[config.mk]
export PLATFORM = sky130hd
export DESIGN_NAME = mcu_cmd_decoder_flat
export DESIGN_NICKNAME = d
export VERILOG_FILES = /design/src/rtl/mcu_cmd_if.sv /design/src/rtl/mcu_cmd_decoder.sv /design/src/flat_wrapper.sv
export SDC_FILE = /design/constraint.sdc
export NUM_CORES = 1
export LEC_CHECK = 0
export ABC_AREA = 1
export BUFFER_PORTS_ARGS = -buffer_cell sky130_fd_sc_hd__buf_2
export CORE_MARGIN = 2
export CORE_UTILIZATION = 25
export DETAILED_ROUTE_END_ITERATION = 7
export GPL_ROUTABILITY_DRIVEN = 0
export SLEW_MARGIN = 0
export SYNTH_ARGS = -nofsm -noshare
export SYNTH_HDL_FRONTEND = slang
export SYNTH_SLANG_ARGS = --single-unit
[constraint.sdc]
create_clock -name clk -period 1.7 [get_ports clk]
set_input_delay 0.17 -clock clk [delete_from_list [all_inputs] [get_ports clk]]
set_output_delay 0.17 -clock clk [all_outputs]
set_load 0.03 [all_outputs]
[src/rtl/mcu_cmd_if.sv]
// mcu_cmd_if: MCU command bus between the P2/ALE master and the command decoder
interface mcu_cmd_if #(
  parameter int ADDR_W     = 4,
  parameter int NUM_LATCH  = 4,
  parameter int NUM_STROBE = 5
);
  logic                  ale;
  logic                  cs;
  logic [ADDR_W-1:0]     p2;
  logic [NUM_LATCH-1:0]  latch_q;
  logic [NUM_STROBE-1:0] strobe_q;
  logic                  cmd_vld;
  logic [ADDR_W-1:0]     cmd_code;
  logic                  cmd_err;
  logic                  strobe_to;
  modport master (output ale, cs, p2, input latch_q, strobe_q, cmd_vld, cmd_code, cmd_err, strobe_to);
  modport slave  (input ale, cs, p2, output latch_q, strobe_q, cmd_vld, cmd_code, cmd_err, strobe_to);
endinterface

[src/rtl/mcu_cmd_decoder.sv]
// mcu_cmd_decoder: decodes synchronised P2/ALE commands into sticky latches and timed strobes
module mcu_cmd_decoder #(
  parameter int                   ADDR_W         = 4,
  parameter int                   NUM_LATCH      = 4,
  parameter int                   NUM_STROBE     = 5,
  parameter int                   STROBE_BASE    = 0,
  parameter int                   LATCH_SET_BASE = 5,
  parameter int                   LATCH_CLR_BASE = 9,
  parameter int                   ALL_CLR_CODE   = 15,
  parameter logic [NUM_LATCH-1:0] LATCH_RST_VAL  = 4'b1100,
  parameter int                   STROBE_MAX_CYC = 255,
  parameter int                   SYNC_STAGES    = 2
) (
  input logic      clk,
  input logic      rst_n,
  mcu_cmd_if.slave bus
);
  localparam int TW = $clog2(STROBE_MAX_CYC + 2);
  typedef enum logic {IDLE, ACTIVE} state_t;
  state_t                              state;
  logic [SYNC_STAGES-1:0]              ale_sh, cs_sh;
  logic [SYNC_STAGES-1:0][ADDR_W-1:0]  p2_sh;
  logic                                ale_d, cs_d;
  logic [TW-1:0]                       timer;
  logic                                ale_s, cs_s, ale_rise, cs_rise, acc;
  logic                                is_all, is_clr, is_set, is_stb, hit, stb_go, timeout;
  logic [ADDR_W-1:0]                   p2_s;
  logic [NUM_LATCH-1:0]                set_mask, clr_mask;
  logic [NUM_STROBE-1:0]               stb_mask;
  assign ale_s    = ale_sh[SYNC_STAGES-1];
  assign cs_s     = cs_sh[SYNC_STAGES-1];
  assign p2_s     = p2_sh[SYNC_STAGES-1];
  assign ale_rise = ale_s & ~ale_d;
  assign cs_rise  = cs_s & ~cs_d;
  assign acc      = ale_rise & ~cs_s;
  for (genvar i = 0; i < NUM_LATCH; i++) begin : g_latch
    assign set_mask[i] = p2_s == ADDR_W'(LATCH_SET_BASE + i);
    assign clr_mask[i] = p2_s == ADDR_W'(LATCH_CLR_BASE + i);
  end
  for (genvar j = 0; j < NUM_STROBE; j++) begin : g_stb
    assign stb_mask[j] = p2_s == ADDR_W'(STROBE_BASE + j);
  end
  assign is_all  = p2_s == ADDR_W'(ALL_CLR_CODE);
  assign is_clr  = |clr_mask;
  assign is_set  = |set_mask;
  assign is_stb  = |stb_mask;
  assign hit     = is_all | is_clr | is_set | is_stb;
  assign stb_go  = acc & is_stb & ~is_all & ~is_clr & ~is_set;
  assign timeout = (STROBE_MAX_CYC != 0) && (state == ACTIVE) && (timer == TW'(STROBE_MAX_CYC - 1));
  // cs/ale sync flops reset to their idle levels so release never fakes an edge
  always_ff @(posedge clk or negedge rst_n)
    if (!rst_n) begin
      ale_sh <= '0;
      cs_sh  <= '1;
      p2_sh  <= '0;
      ale_d  <= 1'b0;
      cs_d   <= 1'b1;
    end else begin
      ale_sh <= {ale_sh[SYNC_STAGES-2:0], bus.ale};
      cs_sh  <= {cs_sh[SYNC_STAGES-2:0], bus.cs};
      p2_sh  <= {p2_sh[SYNC_STAGES-2:0], bus.p2};
      ale_d  <= ale_s;
      cs_d   <= cs_s;
    end
  always_ff @(posedge clk or negedge rst_n)
    if (!rst_n) begin
      state         <= IDLE;
      timer         <= '0;
      bus.latch_q   <= LATCH_RST_VAL;
      bus.strobe_q  <= '0;
      bus.cmd_vld   <= 1'b0;
      bus.cmd_code  <= '0;
      bus.cmd_err   <= 1'b0;
      bus.strobe_to <= 1'b0;
    end else begin
      bus.cmd_vld   <= acc;
      bus.cmd_err   <= acc & ~hit;
      bus.strobe_to <= timeout;
      if (acc) bus.cmd_code <= p2_s;
      if (acc & is_all) bus.latch_q <= LATCH_RST_VAL;
      else if (acc & is_clr) bus.latch_q <= bus.latch_q & ~clr_mask;
      else if (acc & is_set) bus.latch_q <= bus.latch_q | set_mask;
      // a strobe accept coinciding with timeout keeps only the new bit
      if (acc & is_all) begin
        bus.strobe_q <= '0;
        state        <= IDLE;
        timer        <= '0;
      end else if (stb_go) begin
        bus.strobe_q <= (timeout ? '0 : bus.strobe_q) | stb_mask;
        state        <= ACTIVE;
        timer        <= '0;
      end else if (state == ACTIVE) begin
        if (cs_rise | timeout) begin
          bus.strobe_q <= '0;
          state        <= IDLE;
          timer        <= '0;
        end else timer <= timer + TW'(1);
      end
    end
endmodule

[src/flat_wrapper.sv]
// flat-port wrapper written by rule: the top's interface ports become plain ports
module mcu_cmd_decoder_flat 
#(
  parameter int                   ADDR_W         = 4,
  parameter int                   NUM_LATCH      = 4,
  parameter int                   NUM_STROBE     = 5,
  parameter int                   STROBE_BASE    = 0,
  parameter int                   LATCH_SET_BASE = 5,
  parameter int                   LATCH_CLR_BASE = 9,
  parameter int                   ALL_CLR_CODE   = 15,
  parameter logic [NUM_LATCH-1:0] LATCH_RST_VAL  = 4'b1100,
  parameter int                   STROBE_MAX_CYC = 255,
  parameter int                   SYNC_STAGES    = 2
)
  (clk, rst_n, bus_ale, bus_cs, bus_p2, bus_latch_q, bus_strobe_q, bus_cmd_vld, bus_cmd_code, bus_cmd_err, bus_strobe_to);
  mcu_cmd_if #(.ADDR_W(ADDR_W), .NUM_LATCH(NUM_LATCH), .NUM_STROBE(NUM_STROBE)) bus_i ();
  input logic clk;
  input logic rst_n;
  input wire logic [$bits(bus_i.ale)-1:0] bus_ale;
  input wire logic [$bits(bus_i.cs)-1:0] bus_cs;
  input wire logic [$bits(bus_i.p2)-1:0] bus_p2;
  output wire logic [$bits(bus_i.latch_q)-1:0] bus_latch_q;
  output wire logic [$bits(bus_i.strobe_q)-1:0] bus_strobe_q;
  output wire logic [$bits(bus_i.cmd_vld)-1:0] bus_cmd_vld;
  output wire logic [$bits(bus_i.cmd_code)-1:0] bus_cmd_code;
  output wire logic [$bits(bus_i.cmd_err)-1:0] bus_cmd_err;
  output wire logic [$bits(bus_i.strobe_to)-1:0] bus_strobe_to;
  assign bus_i.ale = bus_ale;
  assign bus_i.cs = bus_cs;
  assign bus_i.p2 = bus_p2;
  assign bus_latch_q = bus_i.latch_q;
  assign bus_strobe_q = bus_i.strobe_q;
  assign bus_cmd_vld = bus_i.cmd_vld;
  assign bus_cmd_code = bus_i.cmd_code;
  assign bus_cmd_err = bus_i.cmd_err;
  assign bus_strobe_to = bus_i.strobe_to;
  mcu_cmd_decoder #(.ADDR_W(ADDR_W), .NUM_LATCH(NUM_LATCH), .NUM_STROBE(NUM_STROBE), .STROBE_BASE(STROBE_BASE), .LATCH_SET_BASE(LATCH_SET_BASE), .LATCH_CLR_BASE(LATCH_CLR_BASE), .ALL_CLR_CODE(ALL_CLR_CODE), .LATCH_RST_VAL(LATCH_RST_VAL), .STROBE_MAX_CYC(STROBE_MAX_CYC), .SYNC_STAGES(SYNC_STAGES)) u_core (.clk(clk), .rst_n(rst_n), .bus(bus_i));
endmodule
==> summary.txt, run 1 <==
STATUS
------------------------------------------------------------------------------
Run status ...................................................... finished, final reports clean

STA
------------------------------------------------------------------------------
Min cycle time layout ...........................................     1.461 ns
Peak clock frequency supported by timing ........................    684.4 MHz
Number of max-slew violations in the final report ...............            0
Tightest Pin Transition .........................................    0.6890 ns
Final worst path period share ...................................       0.8595
Clock Skew ......................................................  0.008589 ns
Worst Slack Setup Final .........................................    0.2389 ns
Final hold violation count ......................................            0
Worst slew margin relative to its limit .........................       0.5407
Total Negative Setup Slacks .....................................         0 ns
Finish-stage setup viols ........................................            0
Setup repair after global routing missed its margin .............        false

SYNTHESIS
------------------------------------------------------------------------------
Proportion of netlist area held by the largest area contributor .       0.4717
Ys Warns ........................................................            0
Leading cell types by count after synthesis ..................... nand2_1, dfrtp_1, inv_1
Number of different library cells in the post-synthesis netlist .           32
Post-synthesis adder-cell area fraction .........................      0.01348
Top cell type by total area after synthesis .....................      dfrtp_1
Largest cells by area after synthesis ........................... dfrtp_1, nand2_1, dfstp_2
Part of the Yosys area used for sequential elements .............       0.5425
Largest family of logic cells by synthesized area ............... simple AND/OR/NAND/NOR gates
Post-Syn Instances ..............................................          202
Leading register cell type out of synthesis .....................      dfrtp_1
Multiplexer fraction of the synthesized cell area ...............            0
Nets in the synthesized netlist .................................          212
Post-synthesis share of cell area spent on xor and xnor gates ...      0.01415
Syn avg cell area ...............................................    9.192 um2
Post-synthesis compound-gate area fraction ......................      0.07817
Most repeated cell in the gate-level netlist after synthesis ....      nand2_1
Async set or reset register ratio after synthesis ...............        1.000
Number of storage elements in the synthesis netlist .............           40
Post-synth design cell area .....................................     1857 um2
Number of enable-type register cells in the synthesized netlist .            0
Synth Area in Simple Gates ......................................       0.2925

LAYOUT
------------------------------------------------------------------------------
End-of-flow core utilization ....................................       0.3169
Footprint of the multi-input gates ..............................    739.5 um2
Share of layout cells above drive strength 1 ....................       0.2614
Area used by sequential logic in the layout .....................     1007 um2
Area growth, synth to finish ....................................       23.11%
Fill cell instance count of the final layout ....................          776
# nets final ....................................................          250
Diode insertion count for antenna repair ........................            0

GLOBAL ROUTE
------------------------------------------------------------------------------
Global-route usage over all layers ..............................       0.1049
Maximum number of pins on one net before global-route repair ....           33
Global-route congestion overflow total ..........................            0
Initial antenna violation count .................................            0
Via count of the first global-routing pass ......................         1454
Global-route wire length before repair ..........................     6.865 mm

SETUP PATH
------------------------------------------------------------------------------
Setup slack of the most critical reg-to-reg path ................      0.24 ns
Reg2Reg Capture Point ........................................... u_core.bus.strobe_q[0]
Worst endpoint data arrival time ................................      1.65 ns
Largest fanout on the critical path .............................            8
Worst EP required ...............................................      1.89 ns
Worst r2r src ................................................... u_core.timer[0]
CP Launch Type ..................................................     register
R2R depth .......................................................            9
Crit path kind ..................................................      reg2reg
Worst setup EP type .............................................     register

PLACE
------------------------------------------------------------------------------
Port Buf Inserts ................................................           23
Post-DP HPWL ....................................................     2.850 mm
Setup slack after placement .....................................    0.2374 ns

DIE
------------------------------------------------------------------------------
Width of the chip ...............................................     90.18 um
Die outline height ..............................................     90.18 um
Total core area .................................................     7214 um2
Initial standard-cell utilization of the core ...................       0.2574
# rows ..........................................................           31
Top-Level Pins ..................................................           24
Floorplan die area ..............................................     8132 um2

CTS
------------------------------------------------------------------------------
Clock-pin transition on the worst setup and hold timing paths ...      0.08 ns
Maximum buffer depth of the clock tree ..........................            2
CTS sink cnt ....................................................           40
Cts bufs inserted ...............................................            5
Clock tree from TritonCTS .......................................        built
Clock latency on the worst-skew pair ............................      0.30 ns
# Post-CTS Setup Buffers ........................................            0
Number of levels the H-tree was split into ......................            2
Buffer type at the clock tree root ..............................     clkbuf_8

DETAILED ROUTING
------------------------------------------------------------------------------
Drt wl/cell .....................................................     11.31 um
Total via count after detailed routing ..........................         1441
Number of DRC violations after detailed-routing iteration 0 .....          111
Residual DRC count ..............................................            0
Wirelength, routed ..............................................     3.847 mm
First-pass iteration count of the detailed router ...............            4
Final antenna-violating net count ...............................            0
Vias per cell ...................................................        4.238

POWER
------------------------------------------------------------------------------
Worst vdd rail ir drop ..........................................    0.4151 mV
Total power .....................................................     2.322 mW
Static power due to leakage .....................................     1.113 nW
Cell area power density .........................................  1016 nW/um2

WORST HOLD PATH
------------------------------------------------------------------------------
Type of the most critical hold path .............................      reg2reg
Hold endpoint ................................................... u_core.ale_sh[1]
Hold Startpoint ................................................. u_core.ale_sh[0]
Hold path depth .................................................            0

JOB
------------------------------------------------------------------------------
Total of max-cap violations .....................................            0

metrics by stage:
| stage | cells | cell area, um2 | hold WS, ns |
|---|---|---|---|
| 4_1_cts | 340 | 2286 | 0.3566 |
| 6_report | 340 | 2286 | 0.3548 |
| 2_1_floorplan | 202 | 1857 | -0.1256 |
| 3_3_place_gp | 325 | 2105 | 0.2613 |
| 3_5_place_dp | 325 | 2105 | 0.2599 |
| 5_1_grt | 340 | 2286 | 0.3632 |
worst max-delay path: stages, from the launching register on:
cell     delay [ns]
dfrtp_1        0.41
inv_1          0.12
ha_1           0.15
nand2_1        0.07
nor2_2         0.12
nand3_4        0.13
nand2_4        0.14
nand2_4        0.08
nand3_1        0.07
o21ai_1        0.07
how the worst max path moves through the flow:
stage                                   endpoint  slack [ns]  depth (start not counted)             from
after detailed placement  u_core.bus.strobe_q[2]        0.24                          9  u_core.timer[0]
after global placement    u_core.bus.strobe_q[3]        0.26                          9  u_core.timer[0]
final                     u_core.bus.strobe_q[0]        0.24                          9  u_core.timer[0]
after global routing      u_core.bus.strobe_q[3]        0.06                          9  u_core.timer[0]
after floorplan           u_core.bus.strobe_q[3]        0.35                          9  u_core.timer[0]
after CTS                 u_core.bus.strobe_q[0]        0.23                          9  u_core.timer[0]
metal layers:
metal / vias to the layer above / track usage / wire length [um]
met1: 665 / 0.1435 / 1901
met5: - / 0 / 0
li1: 732 / - / -
met4: 0 / 0.05513 / 107
met3: 6 / 0.02766 / 202
met2: 38 / 0.1516 / 1636
power breakdown:
part	switching, mW	total [mW]	internal (mW)
Clock	0.352	0.786	0.435
Sequential	0.0762	1.13	1.05
Combinational	0.263	0.405	0.142
timing repair:
item                                   CTS  global route
gates resized for setup                  0             0
hold buffers                             7             0
setup endpoints to repair                0             0
endpoints found under the hold margin   31             0
layout by cell type, fill, tap and decap left out, drive strengths merged:
cell type    count
ha               2
nand3b           1
nor2            23
o21bai           1
inv             21
dfrtp           35
nand4            6
dlygate4sd3      7
a21oi            4
or2              1
nor3             3
nand2           55
nand3           18
bufinv           1
o211ai           1
buf             28
o31ai            2
clkinv           1
xor2             3
a22oi            3
and3             1
o21ai           13
dfstp            5
clkinvlp         1
clkbuf           5
sequential cells by signal (all words and copies together), names as in the netlist:
register,flops
u_core.cs_sh,2
u_core.bus.cmd_code,4
u_core.state,1
u_core.ale_d,1
u_core.bus.latch_q,4
u_core.p2_sh,4
u_core.timer,9
u_core.bus.cmd_vld,1
u_core.bus.strobe_q,5
u_core.bus.strobe_to,1
u_core.ale_sh,2
u_core.p2_s,4
u_core.cs_d,1
u_core.bus.cmd_err,1
cell families (layout without fill, tap and decap cells):
| group | count (synthesis) | in the layout |
|---|---|---|
| xor gates and xnor gates | 3 | 3 |
| DFF | 40 | 40 |
| AOI/OAI and AO/OA | 24 | 24 |
| and+or+nand+nor | 108 | 108 |
| adders and majority gates | 2 | 2 |
| buffers and inverters | 25 | 64 |
final cells by class:
cell class | count | area share
clock inverters | 3 | 0.01861
inverters | 21 | 0.03558
flip-flops and latches | 40 | 0.4406
clock buffers | 5 | 0.03010
well taps | 99 | 0.05419
repair buffers | 35 | 0.09743
multi-input cells | 137 | 0.3235
(Power assumes the default switching activity.)
==> inputs of run 2 (changes only) <==
--- a/config.mk
+++ b/config.mk
@@ -7,8 +7,9 @@
 export LEC_CHECK = 0
 export ABC_AREA = 1
 export BUFFER_PORTS_ARGS = -buffer_cell sky130_fd_sc_hd__buf_2
+export CORE_ASPECT_RATIO = 1.2
 export CORE_MARGIN = 2
-export CORE_UTILIZATION = 25
+export CORE_UTILIZATION = 35
 export DETAILED_ROUTE_END_ITERATION = 7
 export GPL_ROUTABILITY_DRIVEN = 0
 export SLEW_MARGIN = 0
==> summary.txt, run 2 (synthesized netlist as in run 1, its figures left out) <==
LAYOUT
----------------------------------------------------------------------------
Share of layout cells above drive strength 1 ..................       0.2583
Register with the most flip-flops ............................. u_core.timer
Diode insertion count for antenna repair ......................            0
Commonest non-fill, non-tap cells in the layout ............... nand2_1, dfrtp_1, buf_2, inv_1, nor2_1
Max FFs per register ..........................................            9
Area growth, synth to finish ..................................       20.42%
Most common library cell in the layout ignoring fill and taps .      nand2_1
Regs by FF count .............................................. u_core.timer x9, u_core.bus.strobe_q x5
# nets final ..................................................          249

GLOBAL ROUTE
----------------------------------------------------------------------------
Global-route usage over all layers ............................       0.1375
Met1 Track Usage GR ...........................................       0.1764
Global-route congestion overflow total ........................            0
Met3 GRT Util .................................................      0.03865
Via count of the first global-routing pass ....................         1368
Maximum number of pins on one net before global-route repair ..           41
Most congested layer reported by global routing ...............         met2
Global-route wire length before repair ........................     6.341 mm
Initial antenna violation count ...............................            0
Met2 track utilization from global routing ....................       0.2187

CTS
----------------------------------------------------------------------------
Clock latency on the worst-skew pair ..........................      0.29 ns
Buffer type at the clock tree root ............................     clkbuf_8
Number of levels the H-tree was split into ....................            2
Clock-pin transition on the worst setup and hold timing paths .      0.08 ns
Clock tree from TritonCTS .....................................        built
CTS sink cnt ..................................................           40
Post-CTS resize count .........................................            0
Maximum buffer depth of the clock tree ........................            2
Cts bufs inserted .............................................            5

DETAILED ROUTING
----------------------------------------------------------------------------
Total via count after detailed routing ........................         1423
First-pass iteration count of the detailed router .............            4
Final antenna-violating net count .............................            0
Wirelength, routed ............................................     3.719 mm
Residual DRC count ............................................            0
Drt wl/cell ...................................................     12.31 um
Number of DRC violations after detailed-routing iteration 0 ...           81
Vias per cell .................................................        4.712

STA
----------------------------------------------------------------------------
Clock Skew ....................................................   0.01239 ns
Worst slew margin relative to its limit .......................       0.6743
Number of max-slew violations in the final report .............            0
Final hold slack ..............................................    0.3506 ns
Finish-stage setup viols ......................................            0
Final worst path period share .................................       0.8798
Tightest Pin Transition .......................................    0.4886 ns
Worst Slack Setup Final .......................................    0.2043 ns
Peak clock frequency supported by timing ......................    668.6 MHz
Setup repair after global routing missed its margin ...........        false
Min cycle time layout .........................................     1.496 ns
Final hold violation count ....................................            0
Total Negative Setup Slacks ...................................         0 ns

SETUP PATH
----------------------------------------------------------------------------
Worst setup EP type ...........................................     register
Largest fanout on the critical path ...........................            8
Crit path kind ................................................      reg2reg
Worst endpoint data arrival time ..............................      1.67 ns
CP Launch Type ................................................     register
Worst EP required .............................................      1.87 ns

POWER
----------------------------------------------------------------------------
Worst vdd rail ir drop ........................................    0.4964 mV
Static power due to leakage ...................................     1.109 nW
Cell area power density .......................................  1042 nW/um2

DIE
----------------------------------------------------------------------------
Initial standard-cell utilization of the core .................       0.3578
Floorplan die area ............................................     5906 um2
Die outline height ............................................     83.79 um
Total core area ...............................................     5189 um2
Width of the chip .............................................     70.49 um
Top-Level Pins ................................................           24
# rows ........................................................           29

JOB
----------------------------------------------------------------------------
Total of max-cap violations ...................................            0

PLACE
----------------------------------------------------------------------------
Port Buf Inserts ..............................................           23
Setup slack after placement ...................................    0.2113 ns
Post-DP HPWL ..................................................     2.610 mm

STATUS
----------------------------------------------------------------------------
Run status .................................................... finished, final reports clean

WORST HOLD PATH
----------------------------------------------------------------------------
Type of the most critical hold path ...........................      reg2reg

run 2: cell count changes in the layout (fill, tap and decap cells not counted), sizes merged:
cell    delta
buf        -1
clkinv     -1
inv        +1
run 2: layer usage:
metal	share of wire	vias up
met4	0.017	0
met3	0.045	4
li1	-	729
met1	0.47	664
met2	0.47	26
met5	0	-
run 2: area by class of cell:
type / instances / area, um2
fill: 516 / 2953
sequential: 40 / 1007
clock inverter: 3 / 46.29
tap: 62 / 77.57
inverter: 21 / 81.33
clock buffer: 5 / 68.82
multi-input combinational: 137 / 739.5
timing repair buffer: 34 / 215.2
run 2: critical path, stage by stage, from the launching register on:
cell      delay [ns]
dfrtp_1         0.41
inv_1           0.12
ha_1            0.16
nand2_1         0.08
nor2_2          0.13
nand3_4         0.13
nand2_4         0.15
nor2_2          0.07
nand3b_1        0.08
nand2_1         0.06
run 2: metrics by stage:
stage                     instances    util  instance area (um2)  power [mW]
final                           302  0.4309                 2236       2.329
after global routing            302  0.4309                 2236       2.451
after CTS                       302  0.4309                 2236       2.360
after detailed placement        287  0.3952                 2051       1.550
after global placement          287  0.3952                 2051       1.539
after floorplan                 202       -                 1857       1.415
run 2: worst paths after layout:
| kind | from | cells past startpoint | endpoint | slack [ns] |
|---|---|---|---|---|
| max | u_core.timer[0] | 9 | u_core.timer[1] | 0.20 |
| min | u_core.p2_sh[3] | 0 | u_core.p2_s[3] | 0.35 |
| max reg2reg | u_core.timer[0] | 9 | u_core.timer[1] | 0.20 |
| min reg2reg | u_core.p2_sh[3] | 0 | u_core.p2_s[3] | 0.35 |
| max in group asynchronous | rst_n | 3 | u_core.cs_d | 0.87 |
| min in group asynchronous | rst_n | 3 | u_core.bus.cmd_code[2] | 0.46 |
run 2: power breakdown:
group	internal [mW]	switching (mW)	leakage (nW)
clock network	0.442	0.347	0.0548
logic	0.142	0.267	0.550
registers	1.05	0.0770	0.504
total	1.64	0.691	1.11
run 2: what timing repair did:
action | in CTS | in global routing
hold buffers | 7 | 0
setup buffers | 0 | 0
hold endpoints to repair | 41 | 0
==> inputs of run 3 (changes only) <==
==> constraint.sdc (replaced) <==
create_clock -name clk -period 1.88 [get_ports clk]
set_input_delay 0.188 -clock clk [delete_from_list [all_inputs] [get_ports clk]]
set_output_delay 0.188 -clock clk [all_outputs]
set_load 0.03 [all_outputs]
==> summary.txt, run 3 (synthesized netlist as in run 1, its figures left out) <==
STA
----------------------------------------------------------------------------
Clock Skew ....................................................  0.007718 ns
Finish-stage setup viols ......................................            0
Worst slew margin relative to its limit .......................       0.6780
Setup repair after global routing missed its margin ...........        false
Final hold violation count ....................................            0
Total Negative Setup Slacks ...................................         0 ns
Worst Slack Setup Final .......................................    0.3425 ns
Final worst path period share .................................       0.8178
Min cycle time layout .........................................     1.538 ns
Peak clock frequency supported by timing ......................    650.4 MHz
Number of max-slew violations in the final report .............            0
Tightest Pin Transition .......................................    0.4830 ns

SETUP PATH
----------------------------------------------------------------------------
CP Launch Type ................................................     register
Cell depth of the worst setup path ............................            9
R2R depth .....................................................            9
Delay of the slowest critical-path stage ......................      0.41 ns
Worst r2r src ................................................. u_core.timer[0]
Critical Path, Cell by Cell ................................... inv_1 -> ha_1 -> nand2_1 -> nor2_2 -> nand3_4 -> nand2_4 -> nand2_4 -> nand3_1 -> o21ai_1
Largest fanout on the critical path ...........................            8
Critical Path Slowest Stage Cell ..............................      dfrtp_1
Reg2Reg Capture Point ......................................... u_core.bus.strobe_q[0]
Critical Path Most Common Cell ................................      nand2_4
Start point of the critical path .............................. u_core.timer[0]
Setup slack of the most critical reg-to-reg path ..............      0.34 ns
Kind of cell adding the most delay to the critical path ....... simple AND/OR/NAND/NOR gates
Worst setup EP type ...........................................     register
Worst path bufs/invs ..........................................            1
Worst endpoint data arrival time ..............................      1.72 ns
Crit path kind ................................................      reg2reg
Capturing instance or port of the critical path ............... u_core.bus.strobe_q[0]
Worst EP required .............................................      2.06 ns

PLACE
----------------------------------------------------------------------------
Setup slack after placement ...................................    0.3476 ns
Port Buf Inserts ..............................................           23
Post-DP HPWL ..................................................     2.673 mm

GLOBAL ROUTE
----------------------------------------------------------------------------
Global-route wire length before repair ........................     6.120 mm
Initial antenna violation count ...............................            0
Global-route usage over all layers ............................       0.1337
Maximum number of pins on one net before global-route repair ..           41
Via count of the first global-routing pass ....................         1305
Global-route congestion overflow total ........................            0

DIE
----------------------------------------------------------------------------
Initial standard-cell utilization of the core .................       0.3578
Die outline height ............................................     83.79 um
Total core area ...............................................     5189 um2
Floorplan die area ............................................     5906 um2
# rows ........................................................           29
Top-Level Pins ................................................           24
Width of the chip .............................................     70.49 um

CTS
----------------------------------------------------------------------------
CTS sink cnt ..................................................           40
Clock latency on the worst-skew pair ..........................      0.30 ns
Cts bufs inserted .............................................            5
Clock-pin transition on the worst setup and hold timing paths .      0.08 ns
Number of levels the H-tree was split into ....................            2
Buffer type at the clock tree root ............................     clkbuf_8
Post-CTS resize count .........................................            0
Maximum buffer depth of the clock tree ........................            2
Clock tree from TritonCTS .....................................        built

DETAILED ROUTING
----------------------------------------------------------------------------
Drt wl/cell ...................................................     12.15 um
Final antenna-violating net count .............................            0
Wirelength, routed ............................................     3.644 mm
Residual DRC count ............................................            0
Vias per cell .................................................        4.697
Number of DRC violations after detailed-routing iteration 0 ...          111
Total via count after detailed routing ........................         1409
First-pass iteration count of the detailed router .............            4

LAYOUT
----------------------------------------------------------------------------
Most common library cell in the layout ignoring fill and taps .      nand2_1
Area growth, synth to finish ..................................       19.61%
Max FFs per register ..........................................            9
Regs by FF count .............................................. u_core.timer x9, u_core.bus.strobe_q x5
Fill cell instance count of the final layout ..................          515
# nets final ..................................................          247
Register with the most flip-flops ............................. u_core.timer
Diode insertion count for antenna repair ......................            0
Share of layout cells above drive strength 1 ..................       0.2521
Commonest non-fill, non-tap cells in the layout ............... nand2_1, dfrtp_1, buf_2, inv_1, nor2_1

POWER
----------------------------------------------------------------------------
Cell-internal power ...........................................     1.480 mW
Worst vdd rail ir drop ........................................    0.4040 mV
Switching share of power ......................................       0.2978
Share of power burned in combinational logic ..................        0.174
Cell area power density ....................................... 949.1 nW/um2
Static power due to leakage ...................................     1.101 nW
Sw power ......................................................    0.6276 mW
Total power ...................................................     2.108 mW
Clock power share .............................................        0.341
Proportion of power drawn by flip-flops and latches ...........        0.485

JOB
----------------------------------------------------------------------------
Total of max-cap violations ...................................            0

STATUS
----------------------------------------------------------------------------
Run status .................................................... finished, final reports clean

WORST HOLD PATH
----------------------------------------------------------------------------
Hold Startpoint ............................................... u_core.p2_sh[1]
Type of the most critical hold path ...........................      reg2reg

[run 3: cell type report]
type	instances	area, um2	area share
clock buffers	5	68.82	0.03099
clock inverters	3	46.29	0.02085
inverters	21	81.33	0.03662
multi-input cells	137	739.5	0.3330
flip-flops and latches	40	1007	0.4535
well taps	62	77.57	0.03493
repair buffers	32	200.2	0.09014
[run 3: power groups by stage]
stage	Combinational (mW)	Clock [mW]	Sequential, mW
finish	0.366	0.720	1.02
global placement	0.360	0	1.04
CTS	0.374	0.737	1.02
floorplan	0.169	0	1.11
global route	0.408	0.766	1.03
detailed placement	0.358	0	1.04
[run 3: worst min path at each step]
stage               cells past startpoint         endpoint  slack (ns)
CTS                                     0   u_core.p2_s[0]        0.35
finish                                  0   u_core.p2_s[1]        0.35
floorplan                               0     u_core.ale_d       -0.11
detailed placement                      2  u_core.p2_sh[1]        0.27
global placement                        2  u_core.p2_sh[1]        0.27
global route                            0   u_core.p2_s[0]        0.36
[run 3: metal layers]
layer / track usage / up-vias / part of all wire
met5: 0 / - / 0
met4: 0.09091 / 0 / 0.032
met3: 0.02899 / 13 / 0.049
met2: 0.1861 / 38 / 0.45
met1: 0.1839 / 633 / 0.47
li1: - / 725 / -
[run 3: per-stage QoR]
stage	util	instance area, um2	hold WS, ns	std cells
2_1_floorplan	-	1857	-0.1076	202
3_3_place_gp	0.3923	2036	0.2683	285
3_5_place_dp	0.3923	2036	0.2703	285
4_1_cts	0.4280	2221	0.3549	300
5_1_grt	0.4280	2221	0.3562	300
6_report	0.4280	2221	0.3521	300
[run 3: repair_timing]
| action | 4_1_cts | 5_1_grt |
|---|---|---|
| hold buffers | 7 | 0 |
| setup buffers | 0 | 0 |
| endpoints found under the hold margin | 41 | 0 |
